## config.mk

```make
export PLATFORM = sky130hd
export DESIGN_NAME = ysyx_22040237_ifu_fetch
export DESIGN_NICKNAME = d
export VERILOG_FILES = /design/src/rtl/ysyx_22040237_ifu_fetch.sv
export SDC_FILE = /design/constraint.sdc
export NUM_CORES = 1
export LEC_CHECK = 0
export ABC_AREA = 1
export CAP_MARGIN = 20
export CORE_MARGIN = 2
export CORE_UTILIZATION = 30
export CTS_CLUSTER_DIAMETER = 200
export DETAILED_ROUTE_END_ITERATION = 8
export GPL_TIMING_DRIVEN = 1
export PLACE_DENSITY = 0.57
export SLEW_MARGIN = 20
export SYNTH_ARGS = -nofsm -noshare
export SYNTH_HDL_FRONTEND = slang
export SYNTH_SLANG_ARGS = --single-unit
```

## constraint.sdc

```tcl
create_clock -name clk -period 9.4 [get_ports clk]
set_clock_uncertainty 0.15 [all_clocks]
set_input_delay 2.82 -clock clk [delete_from_list [all_inputs] [get_ports clk]]
set_output_delay 2.82 -clock clk [all_outputs]
set_load 0.005 [all_outputs]
```

## src/rtl/ysyx_22040237_ifu_fetch.sv

```systemverilog
// Instruction fetch stage: owns the fetch PC, issues word requests to imem,
// and queues in-order responses for decode. Redirects flush and drop stale responses.
module ysyx_22040237_ifu_fetch #(
   parameter logic [31:0] RESET_PC = 32'h8000_0000,
   parameter int          DEPTH    = 4
) (
   input  logic        clk,
   input  logic        rst,
   output logic        imem_req_valid,
   input  logic        imem_req_ready,
   output logic [31:0] imem_req_addr,
   input  logic        imem_rsp_valid,
   input  logic [31:0] imem_rsp_data,
   input  logic        imem_rsp_err,
   input  logic        redirect_valid,
   input  logic [31:0] redirect_pc,
   input  logic        halt,
   output logic        inst_valid,
   input  logic        inst_ready,
   output logic [31:0] inst,
   output logic [31:0] inst_pc,
   output logic        inst_fault
);

   localparam int PW = (DEPTH > 1) ? $clog2(DEPTH) : 1;
   localparam int CW = $clog2(DEPTH + 1);

   typedef struct packed {
      logic [31:0] pc;
      logic [31:0] inst;
      logic        fault;
   } entry_t;

   entry_t        fifo_q [DEPTH];
   logic [PW-1:0] rd_ptr;
   logic [PW-1:0] wr_ptr;
   logic [CW-1:0] count;
   logic [CW-1:0] out_cnt;
   logic [CW-1:0] drop_cnt;
   logic [31:0]   fpc;
   logic [31:0]   rsp_pc;
   logic          fault_stop;

   logic          pop;
   logic          accept;
   logic          push;
   logic          credit;
   logic [CW:0]   pending;
   logic [31:0]   target_pc;

   function automatic logic [PW-1:0] bump(input logic [PW-1:0] p);
      return (p == PW'(DEPTH - 1)) ? '0 : p + 1'b1;
   endfunction

   assign inst_valid = (count != '0);
   assign inst       = fifo_q[rd_ptr].inst;
   assign inst_pc    = fifo_q[rd_ptr].pc;
   assign inst_fault = fifo_q[rd_ptr].fault;

   assign pop = inst_valid & inst_ready;

   // Every outstanding request must have a FIFO slot reserved, counting the slot freed this cycle.
   assign pending = (CW+1)'(out_cnt) + (CW+1)'(count) - (CW+1)'(pop);
   assign credit  = (pending < (CW+1)'(DEPTH));

   assign imem_req_valid = rst & credit & ~halt & ~fault_stop & ~redirect_valid;
   assign imem_req_addr  = fpc;
   assign accept         = imem_req_valid & imem_req_ready;

   assign push      = imem_rsp_valid & (drop_cnt == '0) & ~redirect_valid;
   assign target_pc = redirect_pc & ~32'h3;

   // NOTE: sequential state uses non-blocking assignments so every register
   // samples the pre-edge values of its neighbours, independent of statement order.
   always_ff @(posedge clk or negedge rst) begin
      if (!rst) begin
         fpc        <= RESET_PC;
         rsp_pc     <= RESET_PC;
         out_cnt    <= '0;
         drop_cnt   <= '0;
         count      <= '0;
         rd_ptr     <= '0;
         wr_ptr     <= '0;
         fault_stop <= 1'b0;
         // NOTE: the entry array is reset because the head is a direct view of it
         // and must read as zero out of reset; it is small enough for flops.
         for (int i = 0; i < DEPTH; i++) fifo_q[i] <= '0;
      end else begin
         out_cnt <= out_cnt + CW'(accept) - CW'(imem_rsp_valid);
         if (redirect_valid) begin
            fpc        <= target_pc;
            rsp_pc     <= target_pc;
            fault_stop <= 1'b0;
            drop_cnt   <= out_cnt - CW'(imem_rsp_valid);
            count      <= '0;
            rd_ptr     <= '0;
            wr_ptr     <= '0;
         end else begin
            if (accept) fpc <= fpc + 32'd4;
            if (imem_rsp_valid && (drop_cnt != '0)) drop_cnt <= drop_cnt - 1'b1;
            if (push) begin
               fifo_q[wr_ptr] <= '{pc:    rsp_pc,
                                   inst:  imem_rsp_err ? 32'h0 : imem_rsp_data,
                                   fault: imem_rsp_err};
               wr_ptr         <= bump(wr_ptr);
               rsp_pc         <= rsp_pc + 32'd4;
               if (imem_rsp_err) fault_stop <= 1'b1;
            end
            if (pop) rd_ptr <= bump(rd_ptr);
            count <= count + CW'(push) - CW'(pop);
         end
      end
   end

endmodule
```

==> results of run 1 <==
==> tightest hold or removal path, delay by kind of cell, from the launching register on <==
kind	cells	cell delay (ns)
AND/OR/NAND/NOR	2	0.10
flip-flops	1	0.33
==> metal layers <==
layer / global-route usage (%) / up-vias / share of wire, %
li1: - / 7176 / -
met1: 25.6 / 7136 / 47
met2: 27.9 / 453 / 44
met3: 3.05 / 71 / 6.3
met4: 5.32 / 0 / 2.2
met5: 0 / - / 0
==> through the flow <==
stage,setup slack [ns],cell area [um2],util (%),std cells
floorplan,2.64,16400,-,2188
global route,1.32,19900,36.8,3017
finish,1.52,19900,36.8,3017
CTS,1.50,19900,36.8,3017
detailed placement,1.50,18500,34.3,2947
global placement,1.51,18500,34.3,2947
==> cell families (layout without fill, tap and decap cells) <==
logic type,Yosys count,in the layout,share of synthesized area (%)
other cells,1,4,0.0229
buf+inv,254,387,6.50
fa+ha+maj,22,22,1.77
compound gates,372,372,12.2
flops,326,326,49.8
xor+xnor,24,24,1.28
simple gates,1186,1186,28.5
==> path summary, 6_finish.rpt <==
check	startpoint	to	slack [ns]
min in group asynchronous	rst	fifo_q[72]$_DFFE_PN0P_	2.08
max reg2reg	count[2]$_DFF_PN0_	out_cnt[2]$_DFF_PN0_	5.79
max in group asynchronous	rst	rd_ptr[0]$_DFFE_PN0P_	4.95
min	fifo_q[88]$_DFFE_PN0P_	fifo_q[88]$_DFFE_PN0P_	0.32
min reg2reg	fifo_q[88]$_DFFE_PN0P_	fifo_q[88]$_DFFE_PN0P_	0.32
max	inst_ready	imem_req_valid	1.52
==> synth_stat cells (3+ instances only) <==
| library cell | instances | share of area (%) |
|---|---|---|
| sky130_fd_sc_hd__nand3_1 | 78 | 2.4 |
| sky130_fd_sc_hd__o21ai_1 | 28 | 0.86 |
| sky130_fd_sc_hd__buf_2 | 38 | 1.2 |
| sky130_fd_sc_hd__buf_4 | 7 | 0.32 |
| sky130_fd_sc_hd__clkbuf_1 | 64 | 1.5 |
| sky130_fd_sc_hd__nand2_1 | 818 | 19 |
| sky130_fd_sc_hd__a21oi_1 | 6 | 0.18 |
| sky130_fd_sc_hd__xnor2_1 | 6 | 0.32 |
| sky130_fd_sc_hd__nand3b_1 | 10 | 0.46 |
| sky130_fd_sc_hd__o21ai_0 | 256 | 7.8 |
| sky130_fd_sc_hd__inv_1 | 127 | 2.9 |
| sky130_fd_sc_hd__o22ai_1 | 63 | 2.4 |
| sky130_fd_sc_hd__buf_6 | 5 | 0.34 |
| sky130_fd_sc_hd__nor3_1 | 8 | 0.24 |
| sky130_fd_sc_hd__inv_2 | 5 | 0.11 |
| sky130_fd_sc_hd__dfrtp_1 | 324 | 49 |
| sky130_fd_sc_hd__ha_1 | 20 | 1.5 |
| sky130_fd_sc_hd__nand4_1 | 6 | 0.23 |
| sky130_fd_sc_hd__o221ai_1 | 3 | 0.16 |
| sky130_fd_sc_hd__xor2_1 | 18 | 0.96 |
| sky130_fd_sc_hd__buf_1 | 5 | 0.11 |
| sky130_fd_sc_hd__o211ai_1 | 10 | 0.46 |
| sky130_fd_sc_hd__nor2_1 | 259 | 5.9 |
==> sequential cells by signal (all words and copies together) (netlist names) <==
name           count
drop_cnt           3
out_cnt            3
fault_stop         1
imem_req_addr     30
count              3
rd_ptr             2
rsp_pc            30
wr_ptr             2
fifo_q           252
==> report_power, final <==
group / internal (mW) / switching, mW
combinational: 0.807 / 0.971
clock: 0.967 / 0.612
sequential: 1.72 / 0.243
==> area by class of cell <==
cell class                 count  area [um2]  area share (%)
multi-input combinational   1608        7180            36.2
tap                          696         871            4.38
sequential                   326        8170            41.1
timing repair buffer         182        1790            9.03
clock buffer                  55        1120            5.62
clock inverter                15         225            1.13
inverter                     135         509            2.56
==> run metrics, run 1 <==
worst hold slack after final layout 0.323 ns; stage delay of the slowest cell on the critical path just over 0.5 ns; first-pass iteration count of the detailed router 5; count of different cell masters after synthesis 38; Leakage 9.58 nW; sum of routed wire length over all layers 50.8 mm; buffer levels on the longest clock path 3; initial antenna violation count 0; share of the yosys chip area belonging to registers 49.8%; unrepaired setup endpoints after global routing false; hold-fix buffers at CTS 0; fraction of final layout cells sized beyond drive strength 1 4.39%; setup bufs post-CTS 0; number of cells on the critical path 12; detailed placement HPWL 31.2 mm; buffering stage count on the worst path with inverters included 5; worst path cell trace clkdlybuf4s50_1 > nand2_1 > inv_1 > ha_1 > inv_1 > ha_1 > nand3_1 > nand3_1 > nand2_1 > nand3_1 > inv_1 > clkdlybuf4s50_1; fraction of synthesis flops using an asynchronous set or reset pin 100%; ys flop type sky130_fd_sc_hd__dfrtp_1; Layout fillers roughly 5,600; slew of the pin with the lowest slew margin 1.02 ns; Core Footprint 0.0539 mm2; EDFF count, synth 0; die boundary height 238 um; mean instance size in the synthesized netlist 7.50 um2; Final ANT Viol Nets 0; crit path max-delay cell type sky130_fd_sc_hd__clkdlybuf4s50_1; post-synthesis to final-layout area growth 21.2%; power per unit of standard cell area 268 mW/mm2; Syn. warnings 0; area of the mapped netlist 0.0164 mm2; PnR Total Power between 5 and 6 mW; kind of launch point of the worst setup path input port; delay-heaviest family, CP buffers and inverters; die area 0.0565 mm2; cell depth of the worst flop-to-flop path 18; pin count of the biggest net entering global routing 145; Final setup viols 0; leading cell types in the layout, fill and taps excluded 815 x sky130_fd_sc_hd__nand2_1, 322 x sky130_fd_sc_hd__dfrtp_1, 259 x sky130_fd_sc_hd__nor2_1; maximum level of the CTS H-tree 2; count of pins on the block boundary 171; sink count of the clock tree 326; data arrival time at the worst-slack endpoint 4.91 ns; aggregate global routing overflow 0; vias in the first global route approximately 14,000; initial DRC count 1,143; max-cap violations 0; peak supply drop 127 uV; DRC violations left 0; Sum Neg Setup Slack 0 ns; worst hold path cell count 2; Achievable Freq 127 MHz; CTS tree yes; run status completed; type of the worst setup path input port to output pin; post-CTS sizing 0; critical path peak fanout 3; Initial Utilization a little under a third; I/O Buffers about 160; final net count 2,385; number of cell rows 85; number of failing hold endpoints at the final stage 0; worst max-slew margin expressed relative to the limit 31.8%; endpoint required time on the critical path approximately 6.4 ns; Min Clock Period, post-route 7.88 ns; DR WL/cell 16.8 um; Inserted Diodes 0; Clock transition at path regs 0.05 ns; total clock buffers created by CTS 38; Crit. End Element output pin; insertion delay to the later sink of the worst-skew pair approximately 0.56 ns; synthesized instance count about 2,200; global-route wire length before repair 80.5 mm; leading cell type in the layout, fill and taps excluded sky130_fd_sc_hd__nand2_1; count of vias placed by the detailed router 14,836; Period Utilization, post-route 83.8%; class of the most critical hold timing path flop to flop; routability congestion estimate 0.884; clock root buffer sky130_fd_sc_hd__clkbuf_16; Yosys reg bits 326; GRT Total Usage 18.0%; fin. max-slew vios 0; x dimension of the die 238 um; vias per std cell 4.92
Note: power is estimated with default switching activity, not from simulation.
==> inputs of run 2 (changes only) <==
--- a/config.mk
+++ b/config.mk
@@ -12,7 +12,7 @@
 export CTS_CLUSTER_DIAMETER = 200
 export DETAILED_ROUTE_END_ITERATION = 8
 export GPL_TIMING_DRIVEN = 1
-export PLACE_DENSITY = 0.57
+export PLACE_DENSITY = 0.58
 export SLEW_MARGIN = 20
 export SYNTH_ARGS = -nofsm -noshare
 export SYNTH_HDL_FRONTEND = slang
==> constraint.sdc (replaced) <==
create_clock -name clk -period 6.38 [get_ports clk]
set_clock_uncertainty 0.15 [all_clocks]
set_input_delay 1.914 -clock clk [delete_from_list [all_inputs] [get_ports clk]]
set_output_delay 1.914 -clock clk [all_outputs]
set_load 0.005 [all_outputs]
==> run metrics, run 2 (synthesized netlist as in run 1, its figures left out) <==
Initial Utilization 30.4%; met3 routed wirelength 2.92 mm; worst min-delay path startpoint fifo_q[15]$_DFFE_PN0P_; slew of the pin with the lowest slew margin 1.11 ns; unrepaired setup endpoints after global routing false; total clock buffers created by CTS 40; critical path peak fanout 3; GRT Total Usage 17.9%; CTS tree yes; worst reg2reg endpoint out_cnt[2]$_DFF_PN0_; Layout Cell Area excl Fill 0.0200 mm2; DR WL/cell between 15 and 20 um; Core Footprint 0.0539 mm2; vias in the first global route 14,471; detailed placement HPWL about 32 mm; cell depth of the worst flop-to-flop path 19; aggregate global routing overflow 0; sink count of the clock tree 326; x dimension of the die 238 um; initial antenna violation count 1; Hold EP fifo_q[15]$_DFFE_PN0P_; class of the most critical hold timing path flop to flop; endpoint required time on the critical path ~4.3 ns; kind of launch point of the worst setup path input port; Post-Place Cells around 3,000; fin. max-slew vios 0; combinational fraction of design power 33.7%; Crit. End Element output pin; buffer levels on the longest clock path 3; number of failing hold endpoints at the final stage 0; stage delay of the slowest cell on the critical path 0.50 ns; peak supply drop around 230 uV; sum of routed wire length over all layers 50.6 mm; pin count of the biggest net entering global routing 95; count of vias placed by the detailed router 14,933; global-route wire length before repair 80.3 mm; clock root buffer sky130_fd_sc_hd__clkbuf_16; worst path cell trace clkdlybuf4s50_1 > nand2_1 > inv_1 > ha_1 > inv_1 > ha_1 > nand3_1 > nand3_1 > nand2_1 > nand3_1 > inv_1 > clkdlybuf4s50_1; die area 0.0565 mm2; worst hold path cell count 2; first-pass iteration count of the detailed router 8; worst max-slew margin expressed relative to the limit 26.0%; PnR Total Power around 8 mW; count of pins on the block boundary between 150 and 200; vias per std cell between 4 and 5; post-layout instance count excluding filler cells 3,027; Clock transition at path regs roughly 0.06 ns; die boundary height between 200 and 250 um; post-CTS sizing 0; crit path max-delay cell type sky130_fd_sc_hd__clkdlybuf4s50_1; Final ANT Viol Nets 0; delay-heaviest family, CP buffers and inverters; initial DRC count around 1,200; max FFs per register 252; Placed Instance Area about 0.019 mm2; wl on met1 24.0 mm; fraction of final layout cells sized beyond drive strength 1 about 5.0%; sw frac 34.7%; Period Utilization, post-route 94.7%; hold-fix buffers at CTS 0; uppermost layer routed met4; final net count 2,395; register-to-register setup slack roughly 3.1 ns; worst hold slack after final layout 0.321 ns; run status completed; I/O Buffers 164; part of the power in registers 36.5%; Layout fillers 5,567; insertion delay to the later sink of the worst-skew pair between 0.5 and 0.6 ns; internal power summed over all cells 5.15 mW; Inserted Diodes 0; leading cell types in the layout, fill and taps excluded 815 x sky130_fd_sc_hd__nand2_1, 322 x sky130_fd_sc_hd__dfrtp_1, 259 x sky130_fd_sc_hd__nor2_1; buffering stage count on the worst path with inverters included 5; data arrival time at the worst-slack endpoint 3.98 ns; power per unit of standard cell area just under 400 mW/mm2; routability congestion estimate 0.890; setup bufs post-CTS 0; Sum Neg Setup Slack 0 ns; Worst R2R Start count[2]$_DFF_PN0_; Min Clock Period, post-route 6.04 ns; routed length on met2 approximately 22 mm; number of cell rows 85; largest register by flop count fifo_q; type of the worst setup path input port to output pin; Switching Power 2.74 mW; Final setup viols 0; DRC violations left 0; maximum level of the CTS H-tree 2; post-synthesis to final-layout area growth 21.7%; Leakage roughly 9.7 nW; leading cell type in the layout, fill and taps excluded sky130_fd_sc_hd__nand2_1; Achievable Freq about 170 MHz; share of power burned in the clock network between 20 and 30%; max-cap violations 0
[run 2: cell types whose count changed in the layout (fill, tap and decap cells not counted), moves of 2 or more]
| cell | before | now |
|---|---|---|
| sky130_fd_sc_hd__clkinv_1 | 5 | 2 |
| sky130_fd_sc_hd__clkinvlp_4 | 1 | 3 |
| sky130_fd_sc_hd__buf_4 | 16 | 24 |
| sky130_fd_sc_hd__inv_1 | 124 | 127 |
| sky130_fd_sc_hd__inv_6 | 0 | 2 |
| sky130_fd_sc_hd__clkinv_2 | 9 | 7 |
| sky130_fd_sc_hd__clkbuf_8 | 8 | 12 |
| sky130_fd_sc_hd__clkbuf_1 | 8 | 5 |
| sky130_fd_sc_hd__bufinv_16 | 5 | 3 |
[run 2: final cells by class]
class	instances	area, um2	area share (%)
clock buffers	57	1180	5.94
multi-input cells	1608	7180	36.0
flip-flops and latches	326	8170	40.9
repair buffers	190	1850	9.26
well taps	696	871	4.36
clock inverters	15	191	0.959
inverters	135	509	2.55
[run 2: power groups by stage]
| stage | combinational (mW) | sequential [mW] | clock [mW] |
|---|---|---|---|
| final | 2.66 | 2.88 | 2.35 |
| after global routing | 2.99 | 2.94 | 2.50 |
| after CTS | 2.69 | 2.87 | 2.41 |
| after detailed placement | 2.67 | 2.90 | 0 |
| after global placement | 2.63 | 2.89 | 0 |
| after floorplan | 1.45 | 2.78 | 0 |
[run 2: worst reg2reg max path: stages, from the launching register on]
cell                      delay, ns
sky130_fd_sc_hd__dfrtp_1       0.40
sky130_fd_sc_hd__nor2_1        0.11
sky130_fd_sc_hd__nand2_1       0.09
sky130_fd_sc_hd__nand2_1       0.09
sky130_fd_sc_hd__inv_1         0.08
sky130_fd_sc_hd__ha_1          0.18
sky130_fd_sc_hd__inv_1         0.05
sky130_fd_sc_hd__ha_1          0.22
sky130_fd_sc_hd__nand3_1       0.11
sky130_fd_sc_hd__nand3_1       0.08
sky130_fd_sc_hd__nand2_1       0.10
sky130_fd_sc_hd__nand4_2       0.10
sky130_fd_sc_hd__buf_4         0.22
sky130_fd_sc_hd__ha_1          0.29
sky130_fd_sc_hd__inv_1         0.05
sky130_fd_sc_hd__ha_1          0.13
sky130_fd_sc_hd__inv_1         0.05
sky130_fd_sc_hd__fa_1          0.37
sky130_fd_sc_hd__xnor2_1       0.14
sky130_fd_sc_hd__xor2_1        0.14
[run 2: metrics by stage]
step	utilization, %	setup WS (ns)
2_1_floorplan	-	1.43
3_3_place_gp	34.4	0.288
3_5_place_dp	34.4	0.346
4_1_cts	37.0	0.333
5_1_grt	37.0	0.210
6_report	37.0	0.340
[run 2: worst max path at each step]
stage,cells after the start,start,to
after global routing,12,inst_ready,imem_req_valid
final,12,inst_ready,imem_req_valid
after global placement,12,inst_ready,imem_req_valid
after detailed placement,12,inst_ready,imem_req_valid
after CTS,12,inst_ready,imem_req_valid
after floorplan,10,inst_ready,imem_req_valid
[run 2: metal layers]
layer  vias to the layer above  global-route usage [%]
li1                       7209                       -
met1                      7139                    25.7
met2                       508                    27.5
met3                        77                    2.65
met4                         0                    6.10
met5                         -                       0
